`config.mk`:
```
export PLATFORM = sky130hd
export DESIGN_NAME = move_input_ctrl
export DESIGN_NICKNAME = d
export VERILOG_FILES = /design/src/rtl/move_pkg.sv /design/src/rtl/btn_debounce.sv /design/src/rtl/move_input_ctrl.sv
export SDC_FILE = /design/constraint.sdc
export NUM_CORES = 1
export LEC_CHECK = 0
export ABC_CLOCK_PERIOD_IN_PS = 1900
export BUFFER_PORTS_ARGS = -buffer_cell sky130_fd_sc_hd__clkbuf_2
export CORE_MARGIN = 5
export CORE_UTILIZATION = 55
export DETAILED_ROUTE_END_ITERATION = 10
export PLACE_DENSITY = 0.73
export SYNTH_ARGS = -nofsm -noshare
export SYNTH_HDL_FRONTEND = slang
export SYNTH_HIERARCHICAL = 1
export SYNTH_SLANG_ARGS = --single-unit
```
`constraint.sdc`:
```
create_clock -name clk -period 1.9 [get_ports clk]
set_input_delay 0.095 -clock clk [delete_from_list [all_inputs] [get_ports clk]]
set_output_delay 0.095 -clock clk [all_outputs]
set_load 0.01 [all_outputs]
```
`src/rtl/move_pkg.sv`:
```
// Shared definitions for the move input path: direction codes, controller
// FSM encoding and the press-priority helper.
package move_pkg;

    // Direction codes, also used by the game controller
    localparam logic [1:0] DIR_UP    = 2'd0;
    localparam logic [1:0] DIR_RIGHT = 2'd1;
    localparam logic [1:0] DIR_DOWN  = 2'd2;
    localparam logic [1:0] DIR_LEFT  = 2'd3;

    // Request FSM: wait for a press, hold the request, wait for full release
    typedef enum logic [1:0] {
        IDLE = 2'd0,
        PEND = 2'd1,
        LOCK = 2'd2
    } move_state_t;

    // Press vector is {left,down,right,up}; lowest index wins (up > right > down > left)
    function automatic logic [1:0] prio_dir(input logic [3:0] press);
        logic [1:0] d;
        if (press[0]) begin
            d = DIR_UP;
        end else if (press[1]) begin
            d = DIR_RIGHT;
        end else if (press[2]) begin
            d = DIR_DOWN;
        end else begin
            d = DIR_LEFT;
        end
        return d;
    endfunction

endpackage

```
`src/rtl/btn_debounce.sv`:
```
// One pushbutton: 2-flop synchronizer, stability counter, debounced level
// and a registered single-cycle press pulse on each debounced 0->1 edge.
module btn_debounce #(
    parameter int DEBOUNCE_CYCLES = 500000,
    parameter int CNT_W           = 20
) (
    input  logic clk,
    input  logic rst_n,
    input  logic btn_i,
    output logic level_o,
    output logic press_o
);

    // Counter value at which a still-differing input is accepted as the new level
    localparam logic [CNT_W-1:0] LAST_CNT = CNT_W'(DEBOUNCE_CYCLES - 1);

    logic [1:0]       sync_q;
    logic [CNT_W-1:0] cnt_q;
    logic [CNT_W-1:0] cnt_d;
    logic             level_q;
    logic             level_d;
    logic             press_q;
    logic             press_d;
    logic             synced;

    assign synced = sync_q[1];

    // Bring the raw asynchronous button into the clock domain
    always_ff @(posedge clk or negedge rst_n) begin
        if (!rst_n) begin
            sync_q <= '0;
        end else begin
            sync_q <= {sync_q[0], btn_i};
        end
    end

    // Count consecutive cycles of disagreement; flip the level once it has lasted long enough
    always_comb begin
        cnt_d   = cnt_q;
        level_d = level_q;
        press_d = 1'b0;
        if (synced != level_q) begin
            if (cnt_q == LAST_CNT) begin
                level_d = synced;
                cnt_d   = '0;
                // Pulse is registered together with the level flip so it appears in the same cycle
                press_d = synced;
            end else begin
                cnt_d = cnt_q + CNT_W'(1);
            end
        end else begin
            cnt_d = '0;
        end
    end

    // Debounce state registers
    always_ff @(posedge clk or negedge rst_n) begin
        if (!rst_n) begin
            cnt_q   <= '0;
            level_q <= 1'b0;
            press_q <= 1'b0;
        end else begin
            cnt_q   <= cnt_d;
            level_q <= level_d;
            press_q <= press_d;
        end
    end

    assign level_o = level_q;
    assign press_o = press_q;

endmodule

```
`src/rtl/move_input_ctrl.sv`:
```
// Turns four raw direction buttons into one move request per physical press,
// presented on a valid/ready handshake, and counts accepted moves.
module move_input_ctrl
    import move_pkg::*;
#(
    parameter int DEBOUNCE_CYCLES = 500000,
    parameter int CNT_W           = 20,
    parameter int MOVE_CNT_W      = 16
) (
    input  logic                  clk,
    input  logic                  rst,
    input  logic                  btn_up,
    input  logic                  btn_right,
    input  logic                  btn_down,
    input  logic                  btn_left,
    input  logic                  move_ready,
    output logic                  move_valid,
    output logic [1:0]            dir,
    output logic [MOVE_CNT_W-1:0] move_count,
    output logic [3:0]            btn_state
);

    logic [3:0] btn_raw;
    logic [3:0] level;
    logic [3:0] press;

    move_state_t           state_q;
    move_state_t           state_d;
    logic                  valid_q;
    logic                  valid_d;
    logic [1:0]            dir_q;
    logic [1:0]            dir_d;
    logic [MOVE_CNT_W-1:0] count_q;
    logic [MOVE_CNT_W-1:0] count_d;

    // Bit index matches the direction code: 0=up, 1=right, 2=down, 3=left
    assign btn_raw = {btn_left, btn_down, btn_right, btn_up};

    generate
        for (genvar gi = 0; gi < 4; gi++) begin : g_btn
            btn_debounce #(
                .DEBOUNCE_CYCLES (DEBOUNCE_CYCLES),
                .CNT_W           (CNT_W)
            ) u_debounce (
                .clk     (clk),
                .rst_n   (rst),
                .btn_i   (btn_raw[gi]),
                .level_o (level[gi]),
                .press_o (press[gi])
            );
        end
    endgenerate

    // Next-state and output logic for the request FSM and the move counter
    always_comb begin
        state_d = state_q;
        valid_d = valid_q;
        dir_d   = dir_q;
        count_d = count_q;
        unique case (state_q)
            IDLE: begin
                if (|press) begin
                    dir_d   = prio_dir(press);
                    valid_d = 1'b1;
                    state_d = PEND;
                end
            end
            PEND: begin
                // Only a registered-high valid can complete a handshake
                if (valid_q && move_ready) begin
                    valid_d = 1'b0;
                    count_d = count_q + MOVE_CNT_W'(1);
                    state_d = LOCK;
                end
            end
            LOCK: begin
                // No new request until every button is debounced released
                if (level == 4'b0000) begin
                    state_d = IDLE;
                end
            end
            default: begin
                state_d = IDLE;
                valid_d = 1'b0;
            end
        endcase
    end

    // FSM, request and counter registers
    always_ff @(posedge clk or negedge rst) begin
        if (!rst) begin
            state_q <= IDLE;
            valid_q <= 1'b0;
            dir_q   <= DIR_UP;
            count_q <= '0;
        end else begin
            state_q <= state_d;
            valid_q <= valid_d;
            dir_q   <= dir_d;
            count_q <= count_d;
        end
    end

    assign move_valid = valid_q;
    assign dir        = dir_q;
    assign move_count = count_q;
    assign btn_state  = level;

endmodule

```
==> summary.md, run 1 <==
| Metric | Value |
|---|---|
| Total track usage | 0.199 |
| Post-DP HPWL | 7660 um |
| I/O Buffers | 29 |
| Max Fclk | 557 MHz |
| Area Overhead vs Synth | 18.3% |
| Yosys top cell area share | 0.512 |
| RSZ-0062 raised after global routing | no |
| Final Worst Setup Slack | 105 ps |
| Grt total ovfl | 0 |
| Final design utilization | 0.661 |
| Buffers & Inverters on Critical Path | 0 |
| Share of flip-flops with an asynchronous set or reset | 1.00 |
| Register Area | 0.00293 mm2 |
| DRT Wirelength | 11,400 um |
| Drt wl/cell | 15.3 um |
| Vias per cell | 5.60 |
| Seq pwr share | 0.451 |
| Starting Density | 0.559 |
| Final GP Congestion | 0.812 |
| Combinational share of power | 0.029 |
| Register bit total from synthesis | 117 |
| Initial antenna violation count | 0 |
| Power Density | 838 mW/mm2 |
| CP Class | register to register |
| CTS tree | done |
| Final period util | 0.945 |
| Startpoint Class | register |
| Net Sw Frac | 0.214 |
| CP delay by family, top | simple AND/OR/NAND/NOR gates |
| Largest area contributor in the netlist | dfrtp_1 |
| Num rows | 37 |
| Cells along the critical path | ha_1 -> nand4_2 -> or2_4 -> or4_4 -> a21oi_2 |
| Hold Slack | 71.7 ps |
| Clk Latency, worst-skew pair | 510 ps |
| ANT nets after route | 0 |
| Top cells by count, synth | 117 x dfrtp_1, 80 x nor2_1, 66 x xnor2_1, 43 x nand2_1, 32 x nand3_1 |
| Synth warn | 6 |
| Crit Path Max Fanout | 5 |
| Syn Std Cell Area | 0.00572 mm2 |
| H-tree depth | 4 |
| Die Y | 112 um |
| Final Max Slew Viols | 0 |
| Diodes inserted | 0 |
| I/O pin cnt | 30 |
| Worst slew pin tran | 459 ps |
| Pre-CTS setup slack | 51.6 ps |
| Post-route minimum period | 1800 ps |
| Most frequent cell after synthesis | dfrtp_1 |
| Main flop type after synthesis | dfrtp_1 |
| Nets@finish | 608 |
| Area of the multi-input gates | 0.00272 mm2 |
| Largest net degree at the start of global routing | 48 |
| CP Depth | 5 |
| Maxcap violations | 0 |
| Drt first pass iters | 4 |
| Syn nets | 545 |
| Post-synth EDFFs | 0 |
| Avg Cell Area, Syn | 10.7 um2 |
| Post-route cell area | 0.00677 mm2 |
| CORE AREA | 0.0102 mm2 |
| Worst EP required | 2340 ps |
| Slew margin rel. | 0.691 |
| Worst Setup End Kind | register |
| Vias in the first global route | 4,288 |
| Worst vdd ir | 0.473 mV |
| DRC viols | 0 |
| Placed cell area | 0.00615 mm2 |
| Post-synthesis sequential area ratio | 0.512 |
| Slowest-stage cell, CP | or4_4 |
| Internal Pwr Total | 0.00446 W |
| Cts bufs inserted | 17 |
| Static Leak | 2.93 nW |
| Setup TNS Final | 0 ps |
| Psw | 0.00122 W |
| Slowest stage delay, CP | 490 ps |
| CTS root buffer | clkbuf_8 |
| Worst r2r path cells | 5 |
| Status | finished clean |
| Reg clk slew, reported paths | 50 ps |
| Worst EP arrival | 2230 ps |
| Final setup vio count | 0 |
| Share of cells above drive strength 1 | 0.197 |
| 1st-iter DRT viols | 190 |
| Clk_skew | 5.88 ps |
| Fillers | 782 |
| Clk sink count | 117 |
| Clock power frac | 0.521 |
| Via count | 4,170 |
| Die Wd | 112 um |
| First-pass GRT wire length | 20,400 um |
| Die area | 0.0125 mm2 |
| Worst min path class | input pin to async pin |
| Area contributors post-synth | dfrtp_1 51%, xnor2_1 10%, nor2_1 5.3% |
| Yosys cell types | 37 |
| Max Buffers Root-to-Sink | 2 |
| Final-report hold violation count | 0 |
| Synth Instances | 533 |
through the flow:
step	power, W	instances
floorplan	0.00266	533
global placement	0.00275	707
detailed placement	0.00275	707
CTS	0.00573	744
global route	0.00588	744
finish	0.00567	744
registers in the layout (all words and copies together), names as in the netlist:
name                      flops
dir                           2
g_btn.u_debounce/cnt_q       80
g_btn.u_debounce/level_o      4
g_btn.u_debounce/press_o      4
g_btn.u_debounce/sync_q       8
move_count                   16
move_valid                    1
state_q                       2
final timing paths:
path / from / end / slack [ps]
setup reg to reg: g_btn[2].u_debounce/cnt_q[0] / g_btn[2].u_debounce/cnt_q[18] / 100
hold reg to reg: g_btn[2].u_debounce/sync_q[0] / g_btn[2].u_debounce/sync_q[1] / 350
hold / removal: rst / g_btn[1].u_debounce/cnt_q[18] / 70
min in group clk: btn_down / g_btn[2].u_debounce/sync_q[0] / 220
max in group asynchronous: rst / g_btn[3].u_debounce/cnt_q[5] / 1230
setup / recovery: g_btn[2].u_debounce/cnt_q[0] / g_btn[2].u_debounce/cnt_q[18] / 100
area by class of cell:
class / instances / share of cell area
Sequential cell: 117 / 0.433
Multi-Input combinational cell: 397 / 0.402
Clock buffer: 21 / 0.0649
Timing Repair Buffer: 52 / 0.0533
Tap cell: 136 / 0.0251
Clock inverter: 10 / 0.0159
Inverter: 11 / 0.00610
cell families after synthesis:
family                   count (synthesis)  synth area share
multiplexers                            13            0.0238
adder cells (fa/ha/maj)                  5            0.0109
buffers and inverters                   19            0.0142
AND/OR/NAND/NOR                        275             0.287
flip-flops                             117             0.512
AO/OA/AOI/OAI                           25            0.0311
XOR/XNOR                                79             0.121
cells in the final DEF, fill, tap and decap left out, types with 4 or more instances in the layout:
| master | synthesis | final |
|---|---|---|
| dfrtp_1 | 117 | 117 |
| nor4b_1 | 4 | 4 |
| o21ai_2 | 4 | 4 |
| xnor2_1 | 66 | 66 |
| nand2_1 | 43 | 43 |
| nand3_1 | 32 | 32 |
| nor4_1 | 18 | 18 |
| or4_4 | 4 | 4 |
| nor4b_2 | 4 | 4 |
| mux2i_1 | 8 | 8 |
| nand4_4 | 4 | 4 |
| clkbuf_16 | 0 | 16 |
| clkinv_2 | 0 | 5 |
| buf_4 | 0 | 16 |
| o31ai_1 | 4 | 4 |
| o21ai_0 | 5 | 5 |
| nor4_4 | 6 | 6 |
| inv_1 | 11 | 11 |
| dlygate4sd3_1 | 0 | 6 |
| a21oi_1 | 5 | 5 |
| clkbuf_2 | 0 | 28 |
| and2_1 | 4 | 4 |
| nand4_2 | 4 | 4 |
| nor3_1 | 26 | 26 |
| ha_1 | 5 | 4 |
| nand4_1 | 21 | 21 |
| or2_4 | 4 | 4 |
| mux2_2 | 5 | 5 |
| nor2_1 | 80 | 79 |
| a21oi_2 | 4 | 4 |
| and3b_1 | 4 | 4 |
| and4_1 | 9 | 9 |
| or2_2 | 4 | 4 |
| xor2_1 | 13 | 13 |
layer usage:
layer	vias to the layer above	global-route usage	routed length (um)
li1	2016	-	-
met4	0	0.0905	255
met1	2040	0.267	5230
met5	-	0	0
met3	22	0.0484	478
met2	92	0.307	5420
power by group through the flow:
stage               clock network, W  logic (W)  registers [W]
floorplan                          0  0.0000762        0.00259
global placement                   0   0.000153        0.00260
detailed placement                 0   0.000155        0.00260
CTS                          0.00301   0.000166        0.00256
global route                 0.00313   0.000190        0.00256
finish                       0.00295   0.000162        0.00256
repair_timing:
| item | 4_1_cts | 5_1_grt |
|---|---|---|
| resized for setup | 0 | 3 |
| endpoints found under the hold margin | 124 | 0 |
| setup endpoints to repair | 0 | 2 |
| hold buffers | 6 | 0 |
| setup buffers | 0 | 0 |
Power figures use the tool's default switching activity.
==> inputs of run 2 (changes only) <==
- ABC_CLOCK_PERIOD_IN_PS: 1900 -> 2250
- clock period: 1.9 -> 2.25 ns (I/O delays scaled with it)
==> summary.md, run 2 (synthesis gave the netlist of run 1 again) <==
| Metric | Value |
|---|---|
| Worst vdd ir | 0.428 mV |
| CP Class | register to register |
| Final GP Congestion | 0.842 |
| Final Max Slew Viols | 0 |
| Share of cells above drive strength 1 | 0.187 |
| Largest net degree at the start of global routing | 51 |
| Cts bufs inserted | 17 |
| Grt total ovfl | 0 |
| Post-DP HPWL | 7320 um |
| Initial antenna violation count | 0 |
| Worst EP arrival | 2290 ps |
| H-tree depth | 4 |
| CTS root buffer | clkbuf_8 |
| First-pass GRT wire length | 19,000 um |
| Die Wd | 112 um |
| Drt first pass iters | 4 |
| Tot Pwr | 0.00493 W |
| Crit Path Max Fanout | 5 |
| Num rows | 37 |
| Diodes inserted | 0 |
| Clk sink count | 117 |
| Starting Density | 0.559 |
| RSZ-0062 raised after global routing | no |
| Top reg by flops | g_btn.u_debounce/cnt_q |
| Die Y | 112 um |
| CORE AREA | 0.0102 mm2 |
| Via count | 4,045 |
| Fillers | 799 |
| Final instance count without filler cells | 735 |
| Final setup vio count | 0 |
| Status | finished clean |
| Clk_skew | 6.86 ps |
| Maxcap violations | 0 |
| Reg clk slew, reported paths | 50 ps |
| Vias per cell | 5.50 |
| Setup TNS Final | 0 ps |
| Max Buffers Root-to-Sink | 2 |
| ANT nets after route | 0 |
| Total track usage | 0.185 |
| Max Fclk | 541 MHz |
| Post-route minimum period | 1850 ps |
| I/O pin cnt | 30 |
| Worst EP required | 2690 ps |
| Vias in the first global route | 4,042 |
| I/O Buffers | 29 |
| Nets@finish | 600 |
| Slew margin rel. | 0.584 |
| 1st-iter DRT viols | 211 |
| Setup Fix Bufs, Post-CTS | 0 |
| Die area | 0.0125 mm2 |
| DRC viols | 0 |
| DRT Wirelength | 10,700 um |
| Power Density | 733 mW/mm2 |
| Placed cell count | 699 |
| Clk Latency, worst-skew pair | 510 ps |
| Drt wl/cell | 14.5 um |
| Max reg flops | 80 |
| Final period util | 0.821 |
| Area Overhead vs Synth | 17.5% |
| Commonest non-fill, non-tap cell in the layout | dfrtp_1 |
| Static Leak | 2.91 nW |
| Final-report hold violation count | 0 |
| CTS tree | done |
| Most frequent cells in the layout | 117 x dfrtp_1, 80 x nor2_1, 66 x xnor2_1 |
| Post-CTS sizing | 0 |
| Startpoint Class | register |
| Worst min path class | input pin to async pin |
| Worst slew pin tran | 624 ps |
| Worst Setup End Kind | register |
-- run 2: per-layer routing --
layer / global-route usage / part of all wire / wire, um
met1: 0.252 / 0.48 / 5140
met2: 0.284 / 0.46 / 4960
met3: 0.0543 / 0.042 / 443
met4: 0.0697 / 0.012 / 129
met5: 0 / 0 / 0
-- run 2: power breakdown --
part / switching (W) / total, W / leakage (nW) / internal [W]
logic: 0.0000871 / 0.000133 / 1.02 / 0.0000456
clock network: 0.000886 / 0.00263 / 0.288 / 0.00175
registers: 0.0000270 / 0.00216 / 1.61 / 0.00213
-- run 2: cell type report --
type	instances	area (um2)	share of cell area
sequential	117	2930	0.436
multi-input combinational	397	2710	0.403
clock buffer	20	455	0.0677
timing repair buffer	44	288	0.0428
tap	136	170	0.0253
clock inverter	10	130	0.0194
inverter	11	41.3	0.00614
-- run 2: per-stage QoR --
step	hold slack, ps	setup WS [ps]	instance area, um2	util
after floorplan	-183	531	5720	-
after global placement	168	472	6080	0.594
after detailed placement	175	411	6080	0.594
after CTS	185	396	6720	0.657
after global routing	229	257	6720	0.657
final	173	403	6720	0.657
-- run 2: path summary, 6_finish.rpt --
check	start	endpoint	slack [ps]	cells after the start
setup / recovery	g_btn[0].u_debounce/cnt_q[0]	g_btn[0].u_debounce/cnt_q[18]	400	5
hold / removal	rst	g_btn[1].u_debounce/cnt_q[9]	170	2
setup reg to reg	g_btn[0].u_debounce/cnt_q[0]	g_btn[0].u_debounce/cnt_q[18]	400	5
hold reg to reg	g_btn[1].u_debounce/sync_q[0]	g_btn[1].u_debounce/sync_q[1]	350	0
max in group asynchronous	rst	g_btn[3].u_debounce/cnt_q[6]	1380	3
min in group clk	btn_left	g_btn[3].u_debounce/sync_q[0]	240	2
-- run 2: worst max-delay path, cell delays in order, from the launching register on --
cell,delay (ps)
dfrtp_1,400
ha_1,250
nand4_2,190
or2_4,310
or4_4,480
a21oi_2,140
-- run 2: what timing repair did --
action	in CTS	in global routing
hold buffers	6	0
endpoints found under the setup margin	0	0
endpoints found under the hold margin	54	0
==> inputs of run 3 (changes only) <==
- ABC_CLOCK_PERIOD_IN_PS: 2250 -> 1680
- PLACE_DENSITY: 0.73 -> 0.76
- clock period: 2.25 -> 1.68 ns (I/O delays scaled with it)
==> summary.md, run 3 (synthesis gave the netlist of run 1 again) <==
| Metric | Value |
|---|---|
| Clk Latency, worst-skew pair | 530 ps |
| Max Buffers Root-to-Sink | 2 |
| Worst min path class | input pin to async pin |
| 1st-iter DRT viols | 211 |
| Maxcap violations | 0 |
| Max Fclk | 606 MHz |
| First-pass GRT wire length | 20,600 um |
| Worst vdd ir | 0.736 mV |
| Clk_skew | 6.93 ps |
| Share of cells above drive strength 1 | 0.283 |
| Grt total ovfl | 0 |
| Clock power frac | 0.491 |
| Reg clk slew, reported paths | 60 ps |
| Die area | 0.0125 mm2 |
| CTS root buffer | clkbuf_8 |
| Num rows | 37 |
| Largest net degree at the start of global routing | 37 |
| I/O pin cnt | 30 |
| Worst r2r path cells | 5 |
| DRC viols | 0 |
| Clk sink count | 117 |
| Initial antenna violation count | 0 |
| Area Overhead vs Synth | 25.9% |
| CP Class | register to register |
| Placed cell area | 0.00642 mm2 |
| DRT Wirelength | 12,000 um |
| Worst EP arrival | 2110 ps |
| CTS tree | done |
| Worst EP required | 2140 ps |
| ANT nets after route | 0 |
| Psw | 0.00134 W |
| Crit Path Max Fanout | 4 |
| Commonest non-fill, non-tap cell in the layout | dfrtp_1 |
| Most frequent cells in the layout | 106 x dfrtp_1, 77 x nor2_1, 66 x xnor2_1 |
| Vias in the first global route | 4,335 |
| Static Leak | 3.15 nW |
| Seq pwr share | 0.468 |
| Final setup vio count | 0 |
| Diodes inserted | 0 |
| Worst Setup End Kind | register |
| Net Sw Frac | 0.216 |
| Vias per cell | 5.57 |
| CORE AREA | 0.0102 mm2 |
| Final-report hold violation count | 0 |
| Starting Density | 0.559 |
| Post-route minimum period | 1650 ps |
| Total track usage | 0.202 |
| Max reg flops | 80 |
| Post-DP HPWL | 8010 um |
| Nets@finish | 649 |
| RSZ-0062 raised after global routing | yes |
| Final period util | 0.983 |
| Internal Pwr Total | 0.00485 W |
| Combinational share of power | 0.042 |
| Post-route cell area | 0.00720 mm2 |
| Fillers | 739 |
| Cts bufs inserted | 17 |
| Worst slew pin tran | 465 ps |
| Startpoint Class | register |
| Drt first pass iters | 4 |
| Slew margin rel. | 0.690 |
| Die Y | 112 um |
| Power Density | 860 mW/mm2 |
| Final GP Congestion | 0.847 |
| Drt wl/cell | 15.3 um |
| Final design utilization | 0.704 |
| H-tree depth | 4 |
| Status | finished clean |
| Top reg by flops | g_btn.u_debounce/cnt_q |
| Via count | 4,361 |
| Die Wd | 112 um |
| Final Max Slew Viols | 0 |
| I/O Buffers | 29 |
## run 3: layout make-up
class                   instances  area [um2]  share of cell area
clock inverters                 6        30.0             0.00417
well taps                     136         170              0.0236
multi-input cells             397        2850               0.395
repair buffers                 93         704              0.0978
inverters                      11        41.3             0.00573
clock buffers                  23         467              0.0648
flip-flops and latches        117        2940               0.408
## run 3: worst paths after layout
kind / start / end / slack [ps]
min: rst / move_count[10] / 60
min in group clk: btn_up / g_btn[0].u_debounce/sync_q[0] / 210
max reg2reg: g_btn[1].u_debounce/cnt_q[0] / g_btn[1].u_debounce/cnt_q[18] / 30
max in group asynchronous: rst / g_btn[2].u_debounce/cnt_q[5] / 950
min reg2reg: g_btn[0].u_debounce/sync_q[0] / g_btn[0].u_debounce/sync_q[1] / 340
max: g_btn[1].u_debounce/cnt_q[0] / g_btn[1].u_debounce/cnt_q[18] / 30
## run 3: power groups by stage
| stage | Sequential [W] | Combinational [W] | Clock (W) |
|---|---|---|---|
| 3_3_place_gp | 0.00294 | 0.000213 | 0 |
| 2_1_floorplan | 0.00293 | 0.0000937 | 0 |
| 6_report | 0.00290 | 0.000257 | 0.00304 |
| 5_1_grt | 0.00290 | 0.000297 | 0.00325 |
| 4_1_cts | 0.00289 | 0.000249 | 0.00311 |
| 3_5_place_dp | 0.00294 | 0.000222 | 0 |
## run 3: per-stage QoR
step / cells / worst slack, ps / power, W / hold slack, ps / TNS (ps)
final: 783 / 28.6 / 0.00619 / 58.0 / 0
after global routing: 783 / -72.5 / 0.00645 / 98.4 / -453
after CTS: 772 / 0.590 / 0.00625 / 45.6 / 0
after detailed placement: 733 / -21.5 / 0.00317 / 67.7 / -25.4
after global placement: 733 / 42.9 / 0.00315 / 64.7 / 0
after floorplan: 533 / 10.3 / 0.00303 / -212 / 0
## run 3: routing by layer
| metal | wire [um] | GRT usage | part of all wire | vias to the layer above |
|---|---|---|---|---|
| met5 | 0 | 0 | 0 | - |
| met4 | 236 | 0.0609 | 0.020 | 0 |
| met3 | 604 | 0.0603 | 0.050 | 25 |
| met2 | 5830 | 0.319 | 0.49 | 103 |
| met1 | 5340 | 0.272 | 0.44 | 2141 |
| li1 | - | - | - | 2092 |
## run 3: what timing repair did
action / in CTS / in global routing
pin swaps: 0 / 24
hold buffers: 6 / 0
resized for setup: 2 / 27
endpoints found under the setup margin: 5 / 61
buffers inserted: 4 / 11
endpoints found under the hold margin: 127 / 0
## run 3: critical path, cell delays in order (launching register included)
cell and delay, ps:
dfrtp_1 410, ha_4 190, nand4_4 100, or2_4 260, or4_4 490, a21oi_2 120
